File: config.mk
export PLATFORM = sky130hd
export DESIGN_NAME = gb_conv
export DESIGN_NICKNAME = d
export VERILOG_FILES = /design/src/rtl/gb_conv.sv
export SDC_FILE = /design/constraint.sdc
export NUM_CORES = 1
export LEC_CHECK = 0
export ABC_CLOCK_PERIOD_IN_PS = 2300
export BUFFER_PORTS_ARGS = -buffer_cell sky130_fd_sc_hd__buf_2
export CORE_AREA = 8 8 45 47
export CTS_BUF_LIST = sky130_fd_sc_hd__clkbuf_4
export DETAILED_ROUTE_END_ITERATION = 7
export DIE_AREA = 0 0 53 55
export HOLD_SLACK_MARGIN = 0.05
export PLACE_DENSITY = 0.38
export SYNTH_ARGS = -nofsm -noshare
export SYNTH_HDL_FRONTEND = slang
export SYNTH_SLANG_ARGS = --single-unit
File: constraint.sdc
create_clock -name clk -period 2.3 [get_ports clk]
set_clock_uncertainty 0.1 [all_clocks]
set_input_delay 0.46 -clock clk [delete_from_list [all_inputs] [get_ports clk]]
set_output_delay 0.46 -clock clk [all_outputs]
set_load 0.05 [all_outputs]
File: src/rtl/gb_conv.sv
`default_nettype none
// ============================================================================
// Module      : gb_conv
// Description : Gray-to-binary converter with a registered output stage.
//               Optional build macro GB_CONV_BIN2GRAY_EN adds a dir input
//               that selects binary-to-Gray conversion when dir=1.
// Revision    : 1.0 - initial release
// ============================================================================
module gb_conv #(
  parameter int size = 4
) (
  input  logic            clk,
  input  logic            rst,
  input  logic            in_valid,
  input  logic [size-1:0] gray,
`ifdef GB_CONV_BIN2GRAY_EN
  input  logic            dir,
`endif
  output logic [size-1:0] bin,
  output logic            out_valid
);

  logic [size-1:0] g2b_w;
  logic [size-1:0] conv_w;
  logic [size-1:0] bin_d;
  logic [size-1:0] bin_q;
  logic            out_valid_d;
  logic            out_valid_q;

  // Prefix-XOR from the MSB down: each binary bit is the parity of all Gray bits at or above it
  always_comb begin
    logic acc;
    acc   = 1'b0;
    g2b_w = '0;
    for (int i = size - 1; i >= 0; i--) begin
      acc      = acc ^ gray[i];
      g2b_w[i] = acc;
    end
  end

`ifdef GB_CONV_BIN2GRAY_EN
  // Direction select: dir=1 encodes binary to Gray, dir=0 decodes Gray to binary
  always_comb begin
    conv_w = dir ? (gray ^ (gray >> 1)) : g2b_w;
  end
`else
  // Decode-only build
  always_comb begin
    conv_w = g2b_w;
  end
`endif

  // Next-state: load on a qualified input, otherwise hold so unqualified (possibly X) data never reaches bin
  always_comb begin
    bin_d       = bin_q;
    out_valid_d = 1'b0;
    if (in_valid) begin
      bin_d       = conv_w;
      out_valid_d = 1'b1;
    end
  end

  // Output registers; reset dominates any input presented in the same cycle
  always_ff @(posedge clk) begin
    if (rst) begin
      bin_q       <= '0;
      out_valid_q <= 1'b0;
    end else begin
      bin_q       <= bin_d;
      out_valid_q <= out_valid_d;
    end
  end

  assign bin       = bin_q;
  assign out_valid = out_valid_q;

endmodule
`default_nettype wire

==> run summary <==
The flow ran to the end, and the final reports show no timing, DRC or antenna violations. The number of global-route vias before repair came out at about 210. Cell internal power was estimated by the tool at 0.193 mW. The number of pins with negative max-slew slack in the final report is 0. The routability congestion estimate from global placement is 0.572.

The area overhead of the layout relative to synthesis came out at 48.2%. The standard-cell row count is 14. The clock-pin slew on the worst setup and hold paths is about 0.05 ns. The achievable clock frequency came out at 706 MHz. The overall power consumption is 0.272 mW.

The max-cap check violation count came out at 0. The share of final-layout standard cells stronger than drive strength 1 came out at 51.5%. The die boundary height is 55 um.

The worst setup path is captured at an output port. Once the clock tree was built, the resizer swapped 0 gates to a different size. The part of the cycle the worst path needs is 61.5%. The switching part of the total power is 29.3%. The worst slew margin relative to its limit came out at 83.3%. The hold path startpoint is rst.

On the critical path, the stage with the largest delay is an instance of dfxtp_1. The routed design could run at a clock period as short as 1.42 ns. The number of setup buffers added after CTS is 0. The cell area after technology mapping is about 210 um2. For this run the aggregate overflow at the end of global routing stands at 0.

The largest net degree at the start of global routing is 8. The tree is rooted in a clkbuf_4. The first global-routing pass estimated 841 um of wire.

The total nets after synthesis is 26. The share of total power dissipated in sequential elements is 35.7%. The data required time of the worst path came out at 1.74 ns.

The number of diodes added for antenna fixing came out at 0. The TritonCTS clock tree is yes. The average cell area after synthesis is 11.1 um2. The width of the chip came out at 53 um. Counting along the longest clock path gives a buffer depth of 2.

The final setup TNS came out at 0 ns. The aggregate routed wire length is just over 500 um. In this run the power density over the cells is slightly below 900 mW/mm2.

The initial antenna violation count came out at 0. The critical path starts at bin[0]. Setup repair after global routing left no endpoint under its margin. For this block, the via count after detailed routing is about 180.

The count of endpoints failing hold in the final timing report is 0. The count of final setup violators came out at 0. The number of detailed-route iterations in the first pass is 1.

Data arrives at the worst endpoint at roughly 0.86 ns. In this run the static leakage power is 0.154 nW. The detail route stage leaves a number of antenna-violating nets equal to 0.

The source-to-sink clock delay at the later pin of the worst-skew pair came out at 0.23 ns. The worst hold path class is primary input to flip-flop. On the critical path the largest part of the delay comes from flip-flops. The detail-routed via count per cell came out at around 3.6. The sum of buffers and inverters on the critical path came out at 1. The clock sink total came out at 5. The detailed router's first-iteration violation count came out at 0. The worst register-to-register path begins at bin[1]. The initial standard-cell utilization of the core came out at 15.2%. The kind of start point of the critical path is a flip-flop. The number of port buffers came out at 11.

The critical path goes through buf_2. The count of unresolved DRC violations after routing is 0. The layout filler cell count came out at 160. The post-synthesis cell count came out at 19. The worst setup path is of the flip-flop to output port kind. The maximum level of the CTS H-tree came out at 1. The clock group share of total power is a little over two fifths. The net count of the finished layout came out at 41. Dividing the detail-routed wire length by the instance count gives 10.3 um. The number of library cell types mapped by synthesis is 12. The slew at the pin closest to its max-slew limit came out at 0.252 ns. The maximum fanout encountered on the critical timing path is 2. dfxtp_1 takes more of the synthesized area than any other cell.

Yosys attributes the largest share of cell area to dfxtp_1 48%, xnor3_1 11%, nor2_1 7.1%. The number of storage elements in the synthesis netlist came out at 5. The number of hold-repair buffers added at the cts stage came out at 0. The core box area came out at roughly 0.0014 mm2. The share of the core filled with cells in the final layout came out at 22.5%. The combinational power share came out at 22.3%. The maximum cell stage delay along the critical path is around 0.35 ns. The area enclosed by the die boundary is 0.00292 mm2. The analysis attributes to net switching a power of 0.0798 mW. The global-route total usage across every layer came out at 4.38%. The Yosys step of the flow raised 0 warnings. The I/O pin total is 12. The worst voltage drop across the vdd grid is 283 uV. The area fraction of the dominant cell type after synthesis came out at between 40 and 50%.

The number of buffers inserted during clock tree synthesis came out at 3. The fraction of the yosys area taken by sequential cells is 47.6%.
[sequential cells by signal (all words and copies together) (netlist names)]
signal and cells:
bin 4, out_valid 1
[worst paths after layout]
kind / slack [ns] / endpoint / cells after the start
setup / recovery: 0.88 / bin[0] / 1
hold / removal: 0.35 / bin[1] / 2
setup reg to reg: 1.46 / bin[1] / 3
hold reg to reg: 0.39 / bin[2] / 2
[per-stage QoR]
step	hold WS, ns	std cells	area (um2)	setup slack, ns
finish	0.346	49	312	0.884
global placement	0.376	45	282	0.771
global route	0.353	49	312	0.848
floorplan	0.425	19	210	0.936
CTS	0.342	49	312	0.885
detailed placement	0.382	45	282	0.744
[layer usage]
metal	vias up	part of all wire, %	track usage (%)	wire (um)
met5	-	0	0	0
met4	0	0	3.88	0
met3	0	18	4.28	93
met2	9	39	5.66	195
met1	80	43	3.96	217
li1	89	-	-	-
[kinds of logic after synthesis]
logic type | share of synthesized area [%]
buffers and inverters | 3.57
DFF | 47.6
AOI/OAI and AO/OA | 9.52
xor gates and xnor gates | 19.0
and+or+nand+nor | 10.1
muxes | 10.1
[cell usage after synthesis (all sizes together)]
library cell and n:
clkbuf 1, dfxtp 5, nor2b 1, xor2 1, nor2 4, a211oi 2
xnor2 1, xnor3 1, mux2 1, mux2i 1, inv 1
[power by group through the flow]
stage	logic, mW	clock network, mW	registers, mW
2_1_floorplan	0.0210	0	0.122
3_3_place_gp	0.0605	0	0.0979
3_5_place_dp	0.0614	0	0.0985
4_1_cts	0.0616	0.118	0.0972
5_1_grt	0.0649	0.131	0.0977
6_report	0.0606	0.115	0.0972
[worst reg2reg max path, stage by stage, from the launching register on]
cell	delay, ns
dfxtp_1	0.33
inv_1	0.04
mux2_2	0.25
nor2_1	0.07
[layout make-up]
| type | instances | area, um2 | share of cell area (%) |
|---|---|---|---|
| multi-input cells | 12 | 103 | 32.9 |
| flip-flops and latches | 5 | 100 | 32.1 |
| repair buffers | 11 | 55.1 | 17.7 |
| clock buffers | 4 | 30.0 | 9.64 |
| well taps | 16 | 20.0 | 6.43 |
| inverters | 1 | 3.75 | 1.20 |
[cells in the final DEF, fill, tap and decap left out]
master,n
nor2b_1,1
a211oi_2,1
a211oi_1,1
mux2_2,1
dfxtp_1,5
xor2_1,1
clkbuf_4,4
buf_2,11
xnor2_1,1
nor2_1,4
mux2i_1,1
inv_1,1
xnor3_1,1
No activity file was read; power rests on OpenSTA's default activity.
